--- src/rtl/round_sequencer.sv ---
// Round controller for the pattern-memory game: sequences clear, generate,
// show, input and judge for each round, then publishes the final score.
module round_sequencer #(
    parameter int NUM_ROUNDS = 10,
    parameter int GAP_CYCLES = 500,
    parameter int SCORE_STEP = 10
) (
    input  logic       clk,
    input  logic       rst,
    input  logic       level_valid,
    input  logic [2:0] level,
    input  logic       gen_done,
    input  logic       print_done,
    input  logic       trim_done,
    input  logic       round_win,
    output logic       sub_rst_n,
    output logic       gen_start,
    output logic       print_start,
    output logic       trim_enable,
    output logic [2:0] level_q,
    output logic [4:0] round_count,
    output logic [3:0] answer_count,
    output logic [6:0] score,
    output logic       game_end
);

    typedef enum logic [3:0] {
        S_IDLE,
        S_CLR,
        S_GEN,
        S_SHOW,
        S_INPUT,
        S_SETTLE,
        S_SAMPLE,
        S_GAP,
        S_DONE
    } state_e;

    localparam int GW = (GAP_CYCLES > 1) ? $clog2(GAP_CYCLES) : 1;
    localparam logic [GW-1:0] GAP_LAST = GW'(GAP_CYCLES - 1);
    localparam logic [4:0] ROUNDS = 5'(NUM_ROUNDS);
    localparam logic [6:0] STEP = 7'(SCORE_STEP);

    state_e state_q, state_d;

    logic [GW-1:0] gap_q, gap_d;
    logic          sub_rst_n_q, sub_rst_n_d;
    logic          gen_start_q, gen_start_d;
    logic          print_start_q, print_start_d;
    logic          trim_enable_q, trim_enable_d;
    logic          game_end_q, game_end_d;
    logic [2:0]    lvl_q, lvl_d;
    logic [4:0]    round_q, round_d;
    logic [3:0]    answer_q, answer_d;
    logic [6:0]    score_q, score_d;
    logic          level_ok;
    logic          last_round;

    assign level_ok = (level == 3'b001) || (level == 3'b010) || (level == 3'b100);
    assign last_round = (round_q + 5'd1) >= ROUNDS;

    always_ff @(posedge clk) begin
        if (!rst) begin
            state_q       <= S_IDLE;
            gap_q         <= '0;
            sub_rst_n_q   <= 1'b1;
            gen_start_q   <= 1'b0;
            print_start_q <= 1'b0;
            trim_enable_q <= 1'b0;
            game_end_q    <= 1'b0;
            lvl_q         <= 3'b000;
            round_q       <= 5'd0;
            answer_q      <= 4'd0;
            score_q       <= 7'd0;
        end else begin
            state_q       <= state_d;
            gap_q         <= gap_d;
            sub_rst_n_q   <= sub_rst_n_d;
            gen_start_q   <= gen_start_d;
            print_start_q <= print_start_d;
            trim_enable_q <= trim_enable_d;
            game_end_q    <= game_end_d;
            lvl_q         <= lvl_d;
            round_q       <= round_d;
            answer_q      <= answer_d;
            score_q       <= score_d;
        end
    end

    // A done seen during its own start pulse belongs to the previous round.
    always_comb begin
        state_d = state_q;
        unique case (state_q)
            S_IDLE:   if (level_valid && level_ok) state_d = S_CLR;
            S_CLR:    state_d = S_GEN;
            S_GEN:    if (gen_done && !gen_start_q) state_d = S_SHOW;
            S_SHOW:   if (print_done && !print_start_q) state_d = S_INPUT;
            S_INPUT:  if (trim_done) state_d = S_SETTLE;
            S_SETTLE: state_d = S_SAMPLE;
            S_SAMPLE: state_d = last_round ? S_DONE : S_GAP;
            S_GAP:    if (gap_q == GAP_LAST) state_d = S_CLR;
            S_DONE:   state_d = S_DONE;
            default:  state_d = S_IDLE;
        endcase
    end

    // Outputs are registered from the next state so they line up with it.
    always_comb begin
        sub_rst_n_d   = (state_d != S_CLR);
        gen_start_d   = (state_d == S_GEN) && (state_q != S_GEN);
        print_start_d = (state_d == S_SHOW) && (state_q != S_SHOW);
        trim_enable_d = (state_d == S_INPUT);
        game_end_d    = (state_d == S_DONE);
        gap_d         = (state_q == S_GAP) ? gap_q + GW'(1) : '0;
        lvl_d         = lvl_q;
        round_d       = round_q;
        answer_d      = answer_q;
        score_d       = score_q;
        if (state_q == S_IDLE && state_d == S_CLR) begin
            lvl_d = level;
        end
        if (state_q == S_SAMPLE && round_q < ROUNDS) begin
            round_d  = round_q + 5'd1;
            answer_d = answer_q + {3'b000, round_win};
        end
        if (state_d == S_DONE && state_q != S_DONE) begin
            score_d = STEP * {3'b000, answer_d};
        end
    end

    assign sub_rst_n    = sub_rst_n_q;
    assign gen_start    = gen_start_q;
    assign print_start  = print_start_q;
    assign trim_enable  = trim_enable_q;
    assign level_q      = lvl_q;
    assign round_count  = round_q;
    assign answer_count = answer_q;
    assign score        = score_q;
    assign game_end     = game_end_q;

endmodule

--- config.mk ---
export PLATFORM = sky130hd
export DESIGN_NAME = round_sequencer
export DESIGN_NICKNAME = d
export VERILOG_FILES = /design/src/rtl/round_sequencer.sv
export SDC_FILE = /design/constraint.sdc
export NUM_CORES = 1
export LEC_CHECK = 0
export ABC_AREA = 1
export CAP_MARGIN = 20
export CORE_UTILIZATION = 46
export CTS_CLUSTER_DIAMETER = 40
export DETAILED_ROUTE_END_ITERATION = 12
export PLACE_DENSITY = 0.75
export SYNTH_ARGS = -nofsm -noshare
export SYNTH_HDL_FRONTEND = slang
export SYNTH_SLANG_ARGS = --single-unit
--- constraint.sdc ---
create_clock -name clk -period 2.47 [get_ports clk]
set_input_delay 0.741 -clock clk [delete_from_list [all_inputs] [get_ports clk]]
set_output_delay 0.741 -clock clk [all_outputs]
set_load 0.05 [all_outputs]
==> results by group, run 1 <==
Final layout
  • Final cell count without fillers: roughly 350
  • Most frequent cells in the layout: inv_1, nor2_1, nand2_1
  • Fillcell total: roughly 340
  • Layout net count: 317
  • Antenna Cells: 0
  • Final Core Density: roughly 64%
  • Most common cell after layout, fill and taps aside: inv_1
  • Layout cells sized above 1: about a fifth
  • Area delta synth->final: 31.8%

Worst setup path
  • Reg-to-reg slack, setup: approximately 0.19 ns
  • Worst r2r path cells: 13
  • Largest stage delay, worst path: slightly below 0.8 ns
  • Critical path, cell by cell: buf_4, clkdlybuf4s50_1
  • Worst EP arrival: 1.58 ns
  • WP data required: about 1.7 ns
  • CP max stage cell: clkdlybuf4s50_1
  • Crit Path Category: flip-flop to output pin
  • Worst Path Buf+Inv: 2
  • Delay-heaviest family, CP: buffers and inverters
  • Crit Path Max Fanout: 6
  • Critical Path End Type: output pin
  • Worst reg2reg endpoint: score[5]
  • Critical Path Source Type: flip-flop
  • RR Startpoint: state_q[3]

Place
  • Port Buffers: 32
  • Dpl cells: approximately 340
  • Pre-CTS WS: -0.556 ns
  • Detailed Place HPWL: 2.73 mm
  • Gpl congestion: 0.743

Clocking
  • Htree depth: 2
  • Reg clk slew, reported paths: about 0.06 ns
  • Clk Latency, worst-skew pair: between 0.2 and 0.3 ns
  • Clock Path Buffers: 2
  • Clk sink count: 36
  • CTS tree: yes
  • Root buf cell: clkbuf_8
  • CTS buffer count: 5
  • Post-CTS Hold Buffers: 0

Power and ir drop
  • Leak Pwr: ~1.1 nW
  • Clk pwr share: 37.8%
  • Switch share: about 24%
  • Logic gate share of total power: 9.8%
  • Pwr Density: around 470 nW/um2
  • VDD IR-drop max: between 0.3 and 0.4 mV
  • NetSw: between 0.0002 and 0.0003 W
  • Cell internal pwr: around 0.00086 W
  • Sequential Power Share: a little over half

Floorplanning
  • Starting Density: 48.8%
  • Die Area: 4230 um2
  • Rows: 22
  • Die height: about 65 um
  • I/O Pins: 34
  • Total core area: 3740 um2
  • Die Span X: 65.0 um

Route
  • Drt total wl: ~3.8 mm
  • Drt pass-1 iters: 4
  • Initial DRC Count: between 80 and 90
  • DRC: 0
  • Avg WL per Cell: 10.9 um
  • Post-route antenna net violation count: 0
  • Vias per inst: ~4.8
  • Vias: 1660

GRT
  • Largest net degree at the start of global routing: 16
  • Gr usage total: 19.9%
  • Global-route wire length before repair: between 6 and 7 mm
  • Number of global-route vias before repair: 1533
  • Remaining Overflow, GRT: 0
  • Initial antenna violation count: 0

Yosys
  • Syn Nets: roughly 270
  • Register bit total from synthesis: 36
  • Warnings, synthesis: 0
  • Distinct cells, synth: 32
  • Synthesized netlist cell count: between 200 and 300
  • Post-synthesis cell area: ~1800 um2
  • Share of the yosys chip area belonging to registers: 39.4%
  • Syn avg cell area: roughly 7.3 um2

Timing
  • Final Max Tran Viols: 0
  • Fin worst setup slack: 0.145 ns
  • Max-slew headroom: between 60% and 70%
  • Fin crit period: 2.32 ns
  • Endpoints failing setup: 0
  • RSZ-0062 raised after global routing: false
  • Crit share post-route: between 90% and 100%
  • Fin Hold WS: ~0.44 ns
  • Worst Skew: 0.00428 ns
  • Final hold vios: 0
  • Peak Freq: between 0.4 and 0.5 GHz
  • Measured slew at the worst slew-check pin: approximately 0.52 ns

Min path
  • Worst Hold End: gap_q[0]
  • Hold Crit Depth: 1
  • Worst Hold Launch: gap_q[0]
  • Hold WC Path Type: flip-flop to flip-flop

Job
  • Max cap viols: 0

Outcome
  • Status: complete, no violations
[synth_stat cells (all sizes together)]
| cell | number | share of area, % |
|---|---|---|
| inv | 45 | 9.2 |
| nand2 | 45 | 11 |
| nor2 | 45 | 12 |
| dfxtp | 36 | 39 |
| nand3 | 21 | 6.7 |
| o21ai | 18 | 5.5 |
| a21oi | 14 | 4.0 |
| ha | 8 | 5.5 |
| nand4 | 3 | 1.0 |
| clkbuf | 2 | 0.41 |
| nor3 | 2 | 0.55 |
| xnor2 | 2 | 0.96 |
| a211oi | 1 | 0.41 |
| a31oi | 1 | 0.34 |
| and3 | 1 | 0.34 |
| buf | 1 | 0.41 |
| conb | 1 | 0.21 |
| fa | 1 | 1.1 |
| o211ai | 1 | 0.41 |
| o21a | 1 | 0.41 |
| xor2 | 1 | 0.48 |
[area by class of cell]
| type | instances | area, um2 | area share, % |
|---|---|---|---|
| Multi-Input combinational cell | 166 | 961 | 39.9 |
| Sequential cell | 36 | 724 | 30.1 |
| Timing Repair Buffer | 44 | 405 | 16.8 |
| Inverter | 45 | 169 | 7.01 |
| Clock buffer | 8 | 90.1 | 3.74 |
| Tap cell | 48 | 60.1 | 2.49 |
[worst register-to-register path, cell delays in order, from the launching register on]
cell,delay (ns)
dfxtp_1,0.43
inv_1,0.08
nand2_2,0.14
nor2_8,0.06
nand3_4,0.09
buf_4,0.14
nand2_2,0.05
nand2_2,0.06
inv_1,0.04
ha_1,0.29
ha_2,0.18
fa_2,0.51
o21ai_1,0.06
nor2_1,0.09
[flip-flops by register name, indices dropped and copies added, names as in the netlist, 3 cells and up]
signal	flops
score	6
level_q	3
gap_q	9
answer_count	4
round_count	5
state_q	4
[per-layer routing]
| metal | part of all wire, % | vias up | global-route usage (%) |
|---|---|---|---|
| li1 | - | 880 | - |
| met1 | 45 | 743 | 22.1 |
| met2 | 50 | 28 | 36.1 |
| met3 | 3.4 | 9 | 4.75 |
| met4 | 1.8 | 0 | 8.15 |
| met5 | 0 | - | 0 |
[power groups by stage]
stage	clock network [W]	logic [W]	registers, W
2_1_floorplan	0	0.0000494	0.000632
3_3_place_gp	0	0.000111	0.000609
3_5_place_dp	0	0.000112	0.000609
4_1_cts	0.000443	0.000112	0.000596
5_1_grt	0.000469	0.000124	0.000596
6_report	0.000429	0.000112	0.000596
[cell families (layout without fill, tap and decap cells)]
| logic type | Yosys count | after routing | synth area share (%) |
|---|---|---|---|
| AO/OA/AOI/OAI | 36 | 36 | 11.2 |
| XOR/XNOR | 3 | 3 | 1.44 |
| adder cells (fa/ha/maj) | 9 | 9 | 6.57 |
| buffers and inverters | 48 | 97 | 10.1 |
| flip-flops | 36 | 36 | 39.4 |
| other | 1 | 1 | 0.205 |
| AND/OR/NAND/NOR | 117 | 117 | 31.1 |
[how the worst max path moves through the flow]
stage / slack (ns) / depth (start not counted) / end / start
2_1_floorplan: 0.007 / 12 / score[5] / round_win
3_3_place_gp: -0.52 / 13 / score[5] / round_win
3_5_place_dp: -0.56 / 13 / score[5] / round_win
4_1_cts: 0.01 / 13 / score[5] / round_win
5_1_grt: 0.03 / 12 / score[5] / state_q[3]
6_report: 0.15 / 2 / round_count[1] / round_count[1]
[stage by stage]
stage | setup TNS (ns) | power [W] | cell area [um2]
finish | 0 | 0.00114 | 2410
global route | 0 | 0.00119 | 2410
CTS | 0 | 0.00115 | 2380
detailed placement | -1.38 | 0.000721 | 2290
global placement | -1.28 | 0.000720 | 2290
floorplan | 0 | 0.000681 | 1870
[timing repair]
| action | in CTS | in global routing |
|---|---|---|
| resized for setup | 1 | 2 |
| endpoints found under the setup margin | 2 | 2 |
| setup buffers | 0 | 4 |
| pin swaps | 0 | 1 |
(Power assumes the default switching activity.)
==> run 2: changes to the inputs <==
--- a/config.mk
+++ b/config.mk
@@ -11,6 +11,7 @@
 export CTS_CLUSTER_DIAMETER = 40
 export DETAILED_ROUTE_END_ITERATION = 12
 export PLACE_DENSITY = 0.75
+export SLEW_MARGIN = 30
 export SYNTH_ARGS = -nofsm -noshare
 export SYNTH_HDL_FRONTEND = slang
 export SYNTH_SLANG_ARGS = --single-unit
==> results of run 2 <==
Final layout, timing and power as in run 1 (identical DEF).
==> run 3: changes to the inputs <==
--- a/config.mk
+++ b/config.mk
@@ -7,6 +7,7 @@
 export LEC_CHECK = 0
 export ABC_AREA = 1
 export CAP_MARGIN = 20
+export CORE_ASPECT_RATIO = 1.2
 export CORE_UTILIZATION = 46
 export CTS_CLUSTER_DIAMETER = 40
 export DETAILED_ROUTE_END_ITERATION = 12
==> run 3 against run 2 <==
Effect of this change: register-to-register slack hardly changed; sequential share of layout area shrank 0.31 points; wire length is 3.3% higher; maximum frequency down 0.95%; critical endpoint is now score[5]; via count increased by 1.6%; hold slack better by 0.0066 ns; critical path depth rose by 10; critical path type is now primary input to flip-flop.
==> results by group, run 3 (same netlist as run 1, synthesis figures left out) <==
Outcome
  • Status: complete, no violations

Clocking
  • Reg clk slew, reported paths: 0.07 ns (about the same)
  • Clk sink count: 36 (unchanged)
  • Clk Latency, worst-skew pair: 0.29 ns (about the same)
  • Clock Path Buffers: 2 (unchanged)
  • CTS buffer count: 5 (unchanged)
  • Post-CTS Hold Buffers: 0 (unchanged)
  • Root buf cell: clkbuf_8
  • CTS tree: yes
  • Htree depth: 2 (unchanged)

Place
  • Gpl congestion: 0.825 (+11%)
  • Pre-CTS WS: -0.585 ns (-0.0287 ns)
  • Port Buffers: 32 (unchanged)
  • Detailed Place HPWL: 2.85 mm (+4.4%)

Route
  • Post-route antenna net violation count: 0 (unchanged)
  • Vias per inst: 4.78 (-0.16%)
  • Drt pass-1 iters: 4 (unchanged)
  • Initial DRC Count: 70 (-18%)
  • Avg WL per Cell: 11.0 um (+1.6%)
  • DRC: 0 (unchanged)
  • Drt total wl: 3.90 mm (+3.3%)
  • Vias: 1686 (+1.6%)

Final layout
  • Area delta synth->final: 33.2%
  • Layout net count: 319 (+0.63%)
  • Final Core Density: 65.4% (+1.0 points)
  • Multi-input logic area: 963 um2 (+0.26%)
  • Top reg by flops: gap_q
  • Antenna Cells: 0 (unchanged)
  • Fillcell total: 341 (-0.87%)
  • Max reg flops: 9 (unchanged)
  • Layout cells sized above 1: 21.3% (+1.5 points)
  • Most common cell after layout, fill and taps aside: inv_1
  • Most frequent cells in the layout: inv_1, nor2_1, nand2_1
  • Sequential cell area: 724 um2 (unchanged)

Floorplanning
  • Die Span X: 59.5 um (-8.4%)
  • Die Area: 4230 um2 (about the same)
  • I/O Pins: 34 (unchanged)
  • Die height: 71.1 um (+9.2%)
  • Rows: 24 (+9.1%)
  • Starting Density: 49.1% (+0.26 points)
  • Total core area: 3720 um2 (-0.53%)

Worst setup path
  • RR Startpoint: state_q[3]
  • Worst EP arrival: 2.57 ns (+0.99 ns)
  • Critical Path End Type: flip-flop
  • Worst r2r path cells: 13 (unchanged)
  • Critical Path Source Type: primary input
  • Crit Path Max Fanout: 2 (-4)
  • Crit Path Category: primary input to flip-flop
  • Beginning of the critical path: round_win
  • WP data required: 2.70 ns (+0.97 ns)

Timing
  • Final hold vios: 0 (unchanged)
  • Endpoints failing setup: 0 (unchanged)
  • Fin worst setup slack: 0.123 ns (-0.0223 ns)
  • Fin Hold WS: 0.444 ns (+0.00665 ns)
  • Final Max Tran Viols: 0 (unchanged)
  • Measured slew at the worst slew-check pin: 0.516 ns (-0.0000204 ns)
  • Final TNS setup: 0 ns (unchanged)
  • Crit share post-route: 95.0% (+0.90 points)
  • Fin crit period: 2.35 ns (+0.0223 ns)
  • Worst Skew: 0.00658 ns (+0.00229 ns)
  • Max-slew headroom: 65.5% (about the same)
  • Peak Freq: 0.426 GHz (-0.95%)

GRT
  • Number of global-route vias before repair: 1590 (+3.7%)
  • Largest net degree at the start of global routing: 16 (unchanged)
  • Global-route wire length before repair: 6.45 mm (+0.33%)
  • Initial antenna violation count: 0 (unchanged)
  • Remaining Overflow, GRT: 0 (unchanged)
  • Gr usage total: 20.2% (+0.27 points)

Min path
  • Hold Crit Depth: 1 (unchanged)
  • Worst Hold Launch: gap_q[0]
  • Hold WC Path Type: flip-flop to flip-flop

Power and ir drop
  • Pwr Density: 471 nW/um2 (-0.26%)
  • Leak Pwr: 1.10 nW (+1.5%)
  • VDD IR-drop max: 0.360 mV (-2.9%)

Job
  • Max cap viols: 0 (unchanged)
## run 3: path summary, 6_finish.rpt
path / end / slack (ns)
setup / recovery: score[5] / 0.12
hold / removal: gap_q[0] / 0.44
setup reg to reg: score[5] / 0.18
hold reg to reg: gap_q[0] / 0.44
## run 3: metal layers
metal	GRT usage, %	wire length [um]	share of wire (%)	up-vias
met1	21.9	1720	44	767
li1	-	-	-	883
met4	8.01	69	1.8	0
met3	5.12	125	3.2	10
met2	36.5	1980	51	26
met5	0	0	0	-
## run 3: cell type report
class	count	area share, %
tap	52	2.67
inverter	45	6.94
clock inverter	2	0.411
sequential	36	29.8
timing repair buffer	46	17.3
clock buffer	6	3.39
multi-input combinational	166	39.6
## run 3: through the flow
step / cells / instance area [um2] / power [W]
global route: 353 / 2430 / 0.00119
detailed placement: 339 / 2300 / 0.000722
global placement: 339 / 2300 / 0.000721
CTS: 350 / 2420 / 0.00115
finish: 353 / 2430 / 0.00115
floorplan: 250 / 1870 / 0.000681
## run 3: timing repair
item / CTS / global route
buffers inserted: 3 / 3
pin swaps: 2 / 2
resized for setup: 3 / 1
endpoints found under the setup margin: 2 / 2
## run 3: power breakdown
group	internal, W	switching, W
clock	0.000223	0.000214
combinational	0.0000415	0.0000709
sequential	0.000589	0.00000716
## run 3: critical path, cell delays in order
cell,delay [ns]
clkbuf_2,0.10
ha_4,0.15
ha_4,0.12
inv_2,0.03
nor2_2,0.10
xor2_1,0.19
inv_1,0.10
ha_2,0.19
ha_2,0.19
fa_2,0.52
o21ai_1,0.07
nor2_1,0.08
